==> src/rtl/hdr_engine_pkg.sv <==
// Shared types for the HDR-DDR command sequencer: FSM states, port-grant select,
// descriptor field positions and the response error codes.
package hdr_engine_pkg;

  typedef enum logic [2:0] {
    ST_IDLE,
    ST_FETCH,
    ST_DECODE,
    ST_CCC,
    ST_DDR,
    ST_RESP,
    ST_TERM,
    ST_DONE
  } state_e;

  typedef enum logic [1:0] {
    GNT_NONE,
    GNT_ENG,
    GNT_CCC,
    GNT_DDR
  } grant_e;

  // Only the descriptor fields the sequencer itself acts on are kept.
  typedef struct packed {
    logic [3:0] tid;
    logic       cp;
    logic       toc;
    logic [2:0] mode;
  } desc_t;

  localparam int B0_CMD0_BIT  = 7;
  localparam int B0_TID_MSB   = 6;
  localparam int B0_TID_LSB   = 3;
  localparam int B1_CP_BIT    = 7;
  localparam int B3_TOC_BIT   = 7;
  localparam int B3_WROC_BIT  = 6;
  localparam int B3_RNW_BIT   = 5;
  localparam int B3_MODE_MSB  = 4;
  localparam int B3_MODE_LSB  = 2;

  // Four descriptor reads plus one cycle to capture the last byte.
  localparam logic [2:0] FETCH_LAST = 3'd4;

  localparam logic [3:0] ERR_NONE    = 4'h0;
  localparam logic [3:0] ERR_MODE    = 4'h9;
  localparam logic [3:0] ERR_TIMEOUT = 4'hF;

endpackage

==> src/rtl/regf_port_mux.sv <==
// Three-way register-file port grant: engine, CCC handler or DDR block.
// Purely combinational, zero latency; an ungranted requester is simply ignored.
module regf_port_mux
  import hdr_engine_pkg::*;
(
  input  grant_e      sel_i,
  input  logic        eng_rd_en_i,
  input  logic        eng_wr_en_i,
  input  logic [11:0] eng_addr_i,
  input  logic [7:0]  eng_data_i,
  input  logic        ccc_rd_en_i,
  input  logic        ccc_wr_en_i,
  input  logic [11:0] ccc_addr_i,
  input  logic        ddr_rd_en_i,
  input  logic        ddr_wr_en_i,
  input  logic [11:0] ddr_addr_i,
  input  logic [7:0]  rx_data_i,
  output logic        rd_en_o,
  output logic        wr_en_o,
  output logic [11:0] addr_o,
  output logic [7:0]  data_o
);

  always_comb begin
    rd_en_o = 1'b0;
    wr_en_o = 1'b0;
    addr_o  = '0;
    data_o  = '0;
    case (sel_i)
      GNT_ENG: begin
        rd_en_o = eng_rd_en_i;
        wr_en_o = eng_wr_en_i;
        addr_o  = eng_addr_i;
        data_o  = eng_data_i;
      end
      GNT_CCC: begin
        rd_en_o = ccc_rd_en_i;
        wr_en_o = ccc_wr_en_i;
        addr_o  = ccc_addr_i;
        data_o  = rx_data_i;
      end
      GNT_DDR: begin
        rd_en_o = ddr_rd_en_i;
        wr_en_o = ddr_wr_en_i;
        addr_o  = ddr_addr_i;
        data_o  = rx_data_i;
      end
      default: ;
    endcase
  end

endmodule

==> src/rtl/hdr_engine.sv <==
// HDR-DDR command sequencer: fetch/decode descriptors, run CCC or DDR child, write
// response, then restart or exit. Fetch 5 cycles; children handshake via enable/done.
module hdr_engine
  import hdr_engine_pkg::*;
#(
  parameter logic [11:0] CMD_BASE     = 12'd1000,
  parameter logic [11:0] RESP_BASE    = 12'd1100,
  parameter int          QUEUE_DEPTH  = 4,
  parameter logic [2:0]  HDR_DDR_MODE = 3'd6,
  parameter logic [15:0] TIMEOUT_CYC  = 16'd4095
) (
  input  logic        i_sys_clk,
  input  logic        i_sys_rst,
  input  logic        i_engine_en,
  input  logic        i_cmdq_empty,
  input  logic [7:0]  i_regf_data_rd,
  output logic        o_regf_rd_en,
  output logic        o_regf_wr_en,
  output logic [11:0] o_regf_addr,
  output logic [7:0]  o_regf_data_wr,
  output logic        o_ccc_en,
  input  logic        i_ccc_done,
  input  logic [3:0]  i_ccc_err,
  input  logic        i_ccc_regf_rd_en,
  input  logic        i_ccc_regf_wr_en,
  input  logic [11:0] i_ccc_regf_addr,
  output logic        o_ddr_en,
  input  logic        i_ddr_done,
  input  logic [3:0]  i_ddr_err,
  input  logic        i_ddr_regf_rd_en,
  input  logic        i_ddr_regf_wr_en,
  input  logic [11:0] i_ddr_regf_addr,
  input  logic [7:0]  i_rx_data_wr,
  output logic        o_term_en,
  output logic        o_term_restart_n,
  input  logic        i_term_done,
  output logic        o_engine_busy,
  output logic        o_engine_done,
  output logic [3:0]  o_engine_TID,
  output logic [3:0]  o_engine_err
);

  localparam int              SLOT_W    = (QUEUE_DEPTH > 1) ? $clog2(QUEUE_DEPTH) : 1;
  localparam logic [SLOT_W-1:0] SLOT_LAST = SLOT_W'(QUEUE_DEPTH - 1);

  state_e            state_q, state_d;
  desc_t             desc_q, desc_d;
  logic [2:0]        fetch_cnt_q, fetch_cnt_d;
  logic [SLOT_W-1:0] slot_q, slot_d;
  logic [3:0]        err_q, err_d;
  logic [15:0]       wd_cnt_q, wd_cnt_d;
  logic              restart_n_q, restart_n_d;

  logic              wd_expired;
  logic [11:0]       cmd_addr;
  logic [11:0]       resp_addr;
  grant_e            gnt_sel;
  logic              eng_rd_en;
  logic              eng_wr_en;
  logic [11:0]       eng_addr;
  logic              unused_rd_bits;

  assign unused_rd_bits = ^i_regf_data_rd[1:0];

  assign wd_expired = (wd_cnt_q == TIMEOUT_CYC - 16'd1);
  assign cmd_addr   = CMD_BASE + 12'({slot_q, 3'b000}) + 12'(fetch_cnt_q);
  assign resp_addr  = RESP_BASE + 12'(slot_q);

  always_ff @(posedge i_sys_clk or negedge i_sys_rst) begin
    if (!i_sys_rst) begin
      state_q     <= ST_IDLE;
      desc_q      <= '0;
      fetch_cnt_q <= '0;
      slot_q      <= '0;
      err_q       <= ERR_NONE;
      wd_cnt_q    <= '0;
      restart_n_q <= 1'b0;
    end else begin
      state_q     <= state_d;
      desc_q      <= desc_d;
      fetch_cnt_q <= fetch_cnt_d;
      slot_q      <= slot_d;
      err_q       <= err_d;
      wd_cnt_q    <= wd_cnt_d;
      restart_n_q <= restart_n_d;
    end
  end

  always_comb begin
    state_d     = state_q;
    desc_d      = desc_q;
    fetch_cnt_d = fetch_cnt_q;
    slot_d      = slot_q;
    err_d       = err_q;
    wd_cnt_d    = wd_cnt_q;
    restart_n_d = restart_n_q;
    case (state_q)
      ST_IDLE: begin
        if (i_engine_en) begin
          if (i_cmdq_empty) begin
            state_d = ST_DONE;
            err_d   = ERR_NONE;
          end else begin
            state_d     = ST_FETCH;
            fetch_cnt_d = '0;
          end
        end
      end
      ST_FETCH: begin
        fetch_cnt_d = fetch_cnt_q + 3'd1;
        // Read data lags the request by one cycle, so byte k lands at count k+1.
        case (fetch_cnt_q)
          3'd1: desc_d.tid = i_regf_data_rd[B0_TID_MSB:B0_TID_LSB];
          3'd2: desc_d.cp  = i_regf_data_rd[B1_CP_BIT];
          3'd4: begin
            desc_d.toc  = i_regf_data_rd[B3_TOC_BIT];
            desc_d.mode = i_regf_data_rd[B3_MODE_MSB:B3_MODE_LSB];
          end
          default: ;
        endcase
        if (fetch_cnt_q == FETCH_LAST) begin
          state_d     = ST_DECODE;
          fetch_cnt_d = '0;
        end
      end
      ST_DECODE: begin
        wd_cnt_d = '0;
        if (desc_q.mode != HDR_DDR_MODE) begin
          err_d      = ERR_MODE;
          desc_d.toc = 1'b1;
          state_d    = ST_RESP;
        end else if (desc_q.cp) begin
          state_d = ST_CCC;
        end else begin
          state_d = ST_DDR;
        end
      end
      ST_CCC: begin
        if (i_ccc_done) begin
          err_d   = i_ccc_err;
          state_d = ST_RESP;
        end else if (wd_expired) begin
          err_d   = ERR_TIMEOUT;
          state_d = ST_RESP;
        end else begin
          wd_cnt_d = wd_cnt_q + 16'd1;
        end
      end
      ST_DDR: begin
        if (i_ddr_done) begin
          err_d   = i_ddr_err;
          state_d = ST_RESP;
        end else if (wd_expired) begin
          err_d   = ERR_TIMEOUT;
          state_d = ST_RESP;
        end else begin
          wd_cnt_d = wd_cnt_q + 16'd1;
        end
      end
      ST_RESP: begin
        slot_d      = (slot_q == SLOT_LAST) ? '0 : slot_q + SLOT_W'(1);
        restart_n_d = ~(desc_q.toc | i_cmdq_empty);
        state_d     = ST_TERM;
      end
      ST_TERM: begin
        if (i_term_done) begin
          state_d = restart_n_q ? ST_FETCH : ST_DONE;
        end
      end
      ST_DONE: state_d = ST_IDLE;
      default: state_d = ST_IDLE;
    endcase
  end

  always_comb begin
    gnt_sel   = GNT_NONE;
    eng_rd_en = 1'b0;
    eng_wr_en = 1'b0;
    eng_addr  = cmd_addr;
    case (state_q)
      ST_FETCH: begin
        gnt_sel   = GNT_ENG;
        eng_rd_en = (fetch_cnt_q < FETCH_LAST);
      end
      ST_RESP: begin
        gnt_sel   = GNT_ENG;
        eng_wr_en = 1'b1;
        eng_addr  = resp_addr;
      end
      ST_CCC:  gnt_sel = GNT_CCC;
      ST_DDR:  gnt_sel = GNT_DDR;
      default: ;
    endcase
  end

  regf_port_mux u_regf_port_mux (
    .sel_i       (gnt_sel),
    .eng_rd_en_i (eng_rd_en),
    .eng_wr_en_i (eng_wr_en),
    .eng_addr_i  (eng_addr),
    .eng_data_i  ({err_q, desc_q.tid}),
    .ccc_rd_en_i (i_ccc_regf_rd_en),
    .ccc_wr_en_i (i_ccc_regf_wr_en),
    .ccc_addr_i  (i_ccc_regf_addr),
    .ddr_rd_en_i (i_ddr_regf_rd_en),
    .ddr_wr_en_i (i_ddr_regf_wr_en),
    .ddr_addr_i  (i_ddr_regf_addr),
    .rx_data_i   (i_rx_data_wr),
    .rd_en_o     (o_regf_rd_en),
    .wr_en_o     (o_regf_wr_en),
    .addr_o      (o_regf_addr),
    .data_o      (o_regf_data_wr)
  );

  // Enables decode straight from the state flop so an async reset drops them at once.
  assign o_ccc_en         = (state_q == ST_CCC);
  assign o_ddr_en         = (state_q == ST_DDR);
  assign o_term_en        = (state_q == ST_TERM);
  assign o_term_restart_n = restart_n_q;
  assign o_engine_busy    = (state_q != ST_IDLE);
  assign o_engine_done    = (state_q == ST_DONE);
  assign o_engine_TID     = desc_q.tid;
  assign o_engine_err     = err_q;

endmodule
==> config.mk <==
export PLATFORM = sky130hd
export DESIGN_NAME = hdr_engine
export DESIGN_NICKNAME = d
export VERILOG_FILES = /design/src/rtl/hdr_engine_pkg.sv /design/src/rtl/regf_port_mux.sv /design/src/rtl/hdr_engine.sv
export SDC_FILE = /design/constraint.sdc
export NUM_CORES = 1
export LEC_CHECK = 0
export CORE_MARGIN = 2
export CORE_UTILIZATION = 46
export CTS_CLUSTER_DIAMETER = 60
export DETAILED_ROUTE_END_ITERATION = 6
export PLACE_DENSITY = 0.81
export SYNTH_ARGS = -nofsm -noshare
export SYNTH_HDL_FRONTEND = slang
export SYNTH_HIERARCHICAL = 1
export SYNTH_SLANG_ARGS = --single-unit
==> constraint.sdc <==
create_clock -name i_sys_clk -period 2.5 [get_ports i_sys_clk]
set_clock_uncertainty 0.15 [all_clocks]
set_input_delay 0.25 -clock i_sys_clk [delete_from_list [all_inputs] [get_ports i_sys_clk]]
set_output_delay 0.25 -clock i_sys_clk [all_outputs]
set_load 0.02 [all_outputs]
==> out/results.ini, run 1 <==
[worst_setup_path]
crit_required_ns = 2.10
critPathSlowestCell = dfrtp_1
path_cells = buf_6 -> nor3b_4 -> nor2_2 -> inv_2 -> buf_12 -> mux2_4 -> a22o_1 -> buf_6
reg2reg_to = o_engine_err[2]
cp-end-kind = output pin
crit_type = reg -> out
crit_path_start_kind = flop
cp_data_arrival_time_ns = 2.13
endpoint = o_regf_addr[5]
path_max_fanout = 8
r2r_start = wd_cnt_q[0]
r2r_setup_slack_ns = 0.19
rr_worst_depth = 8
crit_top_cell = buf_6
critPathMaxStageDelay_ns = 0.41
setup.worst_path.start = state_q[0]

[cells_and_area]
fin_util_pct = 68.8
mostFrequentLayoutCell = clkdlybuf4s50_1
final_cell_mix = clkdlybuf4s50_1, dfrtp_1, nand2_1, buf_4
area_growth_pct = 46.5
fin_nets = 479
design_area_sq_um = 4030
fill_cells = 455
drive_gt1_share_pct = 25.4
final_cells = 489
antennaDiodeCount = 0

[placed_design]
gp_congestion = 0.834
dpl_cell_area_sq_um = 3860
hpwl_mm = 5.97
placed_cells = 475
portBuffers = 92

[routing]
routedWlPerCell_um = 16.6
antenna_left = 0
dr.pass1.iters = 4
vias_per_cell = 5.65
vias = 2762
dr.first_iter.drc_count = 94
drc = 0
routed_wl_mm = 8.11

[timing]
fin_crit_ns = 2.53
drv_slew = 0
hold_ws_ns = 0.325
max_freq_ghz = 0.395
hold_violations = 0
setup-violations-final = 4
maxSlewHeadroom_pct = 43.3
fin_tns_setup_ns = -0.0789
worst_slack_ns = -0.0320
tightest_slew_ns = 0.851
rsz0062_at_grt = yes
fin_crit_sh_pct = 101

[grt]
grt_pass1_wl_mm = 12.2
overflow = 0
grt_pass1_vias = 2513
antenna_found_initial = 0
grtUsageTotal_pct = 24.1
grt_max_degree = 39

[clock_network]
root_buffer = clkbuf_8
htree_num_levels = 2
cts_buffers = 5
cts_max_path_buffers = 2
cts_tree = done
clk_pin_slew_ns = 0.08
clock_latency_ns = 0.30
cts.sinks = 38

[synth]
avgSynthCellArea_sq_um = 9.13
synth_seq_area_share_pct = 34.6
netlist_instances = 301
synthTopCellsByArea = dfrtp_1, a22o_1, mux2_4, mux2_2, nand2_1
synth_flop_cell = dfrtp_1
async_flop_share_pct = 100
postSynthRegisterBits = 38
mappedNetlistNets = 367
synth_edf_count = 0
synth.distinct_cells = 63
synth_area_sq_um = 2750
synth_top_area_share_pct = 34.6
yosys.area.top_type = dfrtp_1
yosys_warnings = 6

[floorplanning]
die_width_um = 81.3
start_util_pct = 47.0
die-area_sq_um = 6610
core.rowCount = 28
coreArea_sq_um = 5850
io_pins = 95
fp.dieH_um = 81.3

[hold_path]
hold_class = reg -> reg

[outcome]
status = finished, violations left
violations = negative setup slack

[pwr]
powerDensity_nw_per_um2 = 1280
irDropWorstVdd_mv = 0.726
leakage_nw = 1.80

[flow_run]
max_cap_viol_count = 0

[synthesized netlist by cell type, types with 5 or more instances]
cell type and number:
nand3_1 9, mux2_4 10, buf_4 5, nor2_1 25, mux2_2 10, o21ai_0 13
nand2b_1 6, nand4_1 5, clkbuf_1 9, and2_1 5, nor3_1 5, or3_1 5
dfrtp_1 38, inv_1 12, ha_1 7, nand2_1 28, a21oi_1 16, a22o_1 22
[cells by family (layout without fill, tap and decap cells)]
logic type               after synthesis  in the layout  synth area share [%]
other                                  1              1                 0.136
buffers and inverters                 34            146                  6.56
multiplexers                          23             23                  10.7
adder cells (fa/ha/maj)                7              7                  3.19
AO/OA/AOI/OAI                         86             86                  23.2
XOR/XNOR                               4              4                  1.27
AND/OR/NAND/NOR                      108            109                  20.3
flip-flops                            38             38                  34.6
[report_power, final]
part           switching (W)  internal (W)  leakage (nW)  total [W]
clock network       0.000230      0.000297        0.0504   0.000527
logic                0.00177       0.00183          1.25    0.00361
registers           0.000189      0.000811         0.491    0.00100
[sequential cells by signal, indices dropped and copies added (netlist names)]
register / flops
o_term_restart_n: 1
wd_cnt_q: 16
state_q: 3
o_engine_TID: 4
fetch_cnt_q: 3
desc_q: 5
o_engine_err: 4
slot_q: 2
[final cells by class]
| cell class | count | area, sq um | share of cell area, % |
|---|---|---|---|
| clock buffer | 5 | 68.8 | 1.71 |
| timing repair buffer | 126 | 1150 | 28.7 |
| tap | 75 | 93.8 | 2.33 |
| clock inverter | 3 | 45.0 | 1.12 |
| sequential | 38 | 951 | 23.6 |
| multi-input combinational | 230 | 1670 | 41.4 |
| inverter | 12 | 45.0 | 1.12 |
[critical path: cells and delay by family, from the launching register on]
kind | cells | cell delay, ns
compound gates | 1 | 0.24
buf+inv | 4 | 0.55
flops | 1 | 0.41
mux | 1 | 0.30
simple gates | 2 | 0.33
[routing by layer]
metal / part of all wire (%) / GRT usage, % / vias to the layer above
met5: 0 / 0 / -
met4: 1.4 / 6.95 / 0
met3: 7.9 / 6.44 / 11
met2: 51 / 43.0 / 83
met1: 39 / 28.1 / 1338
li1: - / - / 1330
[worst min-delay path by stage]
stage / depth (start not counted) / start / slack [ns] / end
6_report: 1 / desc_q[3] / 0.33 / o_term_restart_n
5_1_grt: 1 / desc_q[3] / 0.34 / o_term_restart_n
4_1_cts: 1 / desc_q[3] / 0.33 / o_term_restart_n
3_5_place_dp: 1 / i_sys_rst / 0.26 / wd_cnt_q[9]
3_3_place_gp: 1 / i_sys_rst / 0.25 / wd_cnt_q[9]
2_1_floorplan: 0 / i_sys_rst / -0.20 / desc_q[0]
[per-stage QoR]
stage | setup WS, ns | total power, W
6_report | -0.0320 | 0.00513
5_1_grt | -0.100 | 0.00546
4_1_cts | -0.0194 | 0.00492
3_5_place_dp | -0.111 | 0.00449
3_3_place_gp | -0.0554 | 0.00440
2_1_floorplan | 0.0327 | 0.00312
[repair_timing]
action                                  in CTS  in global routing
hold buffers                                 1                  0
gates cloned                                 2                  1
buffers inserted                             1                  1
hold endpoints to repair                    38                  0
pin swaps                                    1                  2
endpoints found under the setup margin      22                 17
resized for setup                           98                 23
Note: power is estimated with default switching activity, not from simulation.
==> run 2, diff against run 1 <==
--- a/config.mk
+++ b/config.mk
@@ -10,6 +10,7 @@
 export CTS_CLUSTER_DIAMETER = 60
 export DETAILED_ROUTE_END_ITERATION = 6
 export PLACE_DENSITY = 0.81
+export REMOVE_ABC_BUFFERS = 1
 export SYNTH_ARGS = -nofsm -noshare
 export SYNTH_HDL_FRONTEND = slang
 export SYNTH_HIERARCHICAL = 1
==> run 2 against run 1 <==
The run now ends clean. Flip-flop and latch count did not move. Clock-buffer cell count up 1. Fmax is 3.1% higher. Final area down 1.2%. Total power down 5.4%. Final cell count is 0.20% lower. Sequential power is essentially flat.
==> out/results.ini, run 2 (same netlist as run 1, synthesis figures left out) <==
[outcome]
status = complete, no violations

[floorplanning]
coreArea_sq_um = 5850
die_width_um = 81.3
start_util_pct = 47.0
die-area_sq_um = 6610
fp.dieH_um = 81.3
io_pins = 95
core.rowCount = 28

[hold_path]
holdPathEnd = o_term_restart_n
whs_path_depth = 1
hold_class = reg -> reg
min-delay-start = desc_q[3]

[flow_run]
max_cap_viol_count = 0

[worst_setup_path]
r2r_setup_slack_ns = 0.17
r2r_start = wd_cnt_q[0]
crit_type = reg -> out
path_max_fanout = 13
cp_data_arrival_time_ns = 2.06
crit_required_ns = 2.10
rr_worst_depth = 7
crit_path_start_kind = flop
cp-end-kind = output pin
reg2reg_to = wd_cnt_q[10]

[timing]
fin_tns_setup_ns = 0
setup-violations-final = 0
fin_crit_sh_pct = 98.2
fin_crit_ns = 2.46
tightest_slew_ns = 0.866
hold_violations = 0
max_freq_ghz = 0.407
maxSlewHeadroom_pct = 42.3
drv_slew = 0
worst_slack_ns = 0.0442
rsz0062_at_grt = yes

[pwr]
pwr-share-comb_pct = 70.6
powerDensity_nw_per_um2 = 1220
clockPowerShare_pct = 8.6
total_power_w = 0.00485
p_int_w = 0.00274
pwr-share-seq_pct = 20.8
leakage_nw = 1.78
p_sw_share_pct = 43.5
irDropWorstVdd_mv = 0.682
p_sw_w = 0.00211

[routing]
dr.first_iter.drc_count = 100
vias = 2766
antenna_left = 0
dr.pass1.iters = 4
drc = 0
routed_wl_mm = 7.79
routedWlPerCell_um = 16.0
vias_per_cell = 5.67

[cells_and_area]
fin_util_pct = 67.9
final_cells = 488
final_cell_mix = clkdlybuf4s50_1, dfrtp_1, buf_4
fin_nets = 480
antennaDiodeCount = 0
mostFrequentLayoutCell = clkdlybuf4s50_1
area_growth_pct = 44.7
top_register = wd_cnt_q
multi_input_area_sq_um = 1660
largest_register_ffs = 16
drive_gt1_share_pct = 24.7
top_regs = wd_cnt_q (16), desc_q (5)
regArea_sq_um = 952
fill_cells = 455

[placed_design]
placed_cells = 479
gp_congestion = 0.925
portBuffers = 92
post-place-ws_ns = -0.204
hpwl_mm = 6.06

[grt]
grtUsageTotal_pct = 23.6
grt_pass1_vias = 2583
overflow = 0
grt_max_degree = 39
antenna_found_initial = 0
grt_pass1_wl_mm = 12.0

[clock_network]
clock_latency_ns = 0.29
cts_buffers = 5
cts_max_path_buffers = 2
clk_pin_slew_ns = 0.07
cts.sinks = 38
htree_num_levels = 2
cts_tree = done
root_buffer = clkbuf_8

[run 2: cell count changes in the layout (fill, tap and decap cells not counted), sizes merged]
cell and change:
buf -9, clkbuf +7, dlygate4sd2 +5, clkinvlp -2, and2b -1, bufinv -1
[run 2: stage by stage]
| stage | area (sq um) | hold slack (ns) |
|---|---|---|
| 2_1_floorplan | 2610 | -0.196 |
| 3_3_place_gp | 3890 | 0.247 |
| 3_5_place_dp | 3890 | 0.257 |
| 4_1_cts | 3960 | 0.345 |
| 5_1_grt | 3980 | 0.382 |
| 6_report | 3980 | 0.334 |
[run 2: cell type report]
| type | instances | area share, % |
|---|---|---|
| clock buffers | 6 | 2.08 |
| inverters | 12 | 1.13 |
| multi-input cells | 229 | 41.8 |
| flip-flops and latches | 38 | 24.0 |
| well taps | 75 | 2.36 |
| repair buffers | 128 | 28.7 |
[run 2: power groups by stage]
stage / clock network (W) / registers (W) / logic, W
2_1_floorplan: 0 / 0.00110 / 0.00182
3_3_place_gp: 0 / 0.000990 / 0.00347
3_5_place_dp: 0 / 0.00100 / 0.00353
4_1_cts: 0.000433 / 0.000993 / 0.00338
5_1_grt: 0.000454 / 0.00104 / 0.00369
6_report: 0.000418 / 0.00101 / 0.00343
[run 2: timing repair]
action	CTS	global route
hold endpoints to repair	38	0
setup buffers	1	1
hold buffers	1	0
endpoints found under the setup margin	22	29
gates resized for setup	61	28
pin swaps	1	2
[run 2: metal layers]
| metal | vias to the layer above | track usage (%) | share of wire, % | wire [um] |
|---|---|---|---|---|
| met5 | - | 0 | 0 | 0 |
| met4 | 0 | 6.61 | 2.0 | 156 |
| met3 | 14 | 5.78 | 8.2 | 637 |
| met2 | 112 | 43.3 | 50 | 3920 |
| met1 | 1315 | 27.1 | 40 | 3080 |
| li1 | 1325 | - | - | - |
[run 2: worst max-delay path by stage]
stage / startpoint / end / slack, ns
2_1_floorplan: state_q[0] / o_regf_addr[5] / -0.83
3_3_place_gp: state_q[2] / o_regf_data_wr[5] / -0.14
3_5_place_dp: state_q[2] / o_regf_data_wr[6] / -0.20
4_1_cts: state_q[2] / o_regf_addr[3] / 0.007
5_1_grt: state_q[1] / o_regf_addr[11] / -0.01
6_report: state_q[2] / o_regf_rd_en / 0.04
[run 2: critical path, cell delays in order, from the launching register on]
cell	delay [ns]
dfrtp_1	0.43
nor3b_4	0.28
nor2_4	0.07
inv_2	0.07
buf_12	0.14
buf_12	0.12
mux2_4	0.30
a22o_1	0.20
buf_2	0.16
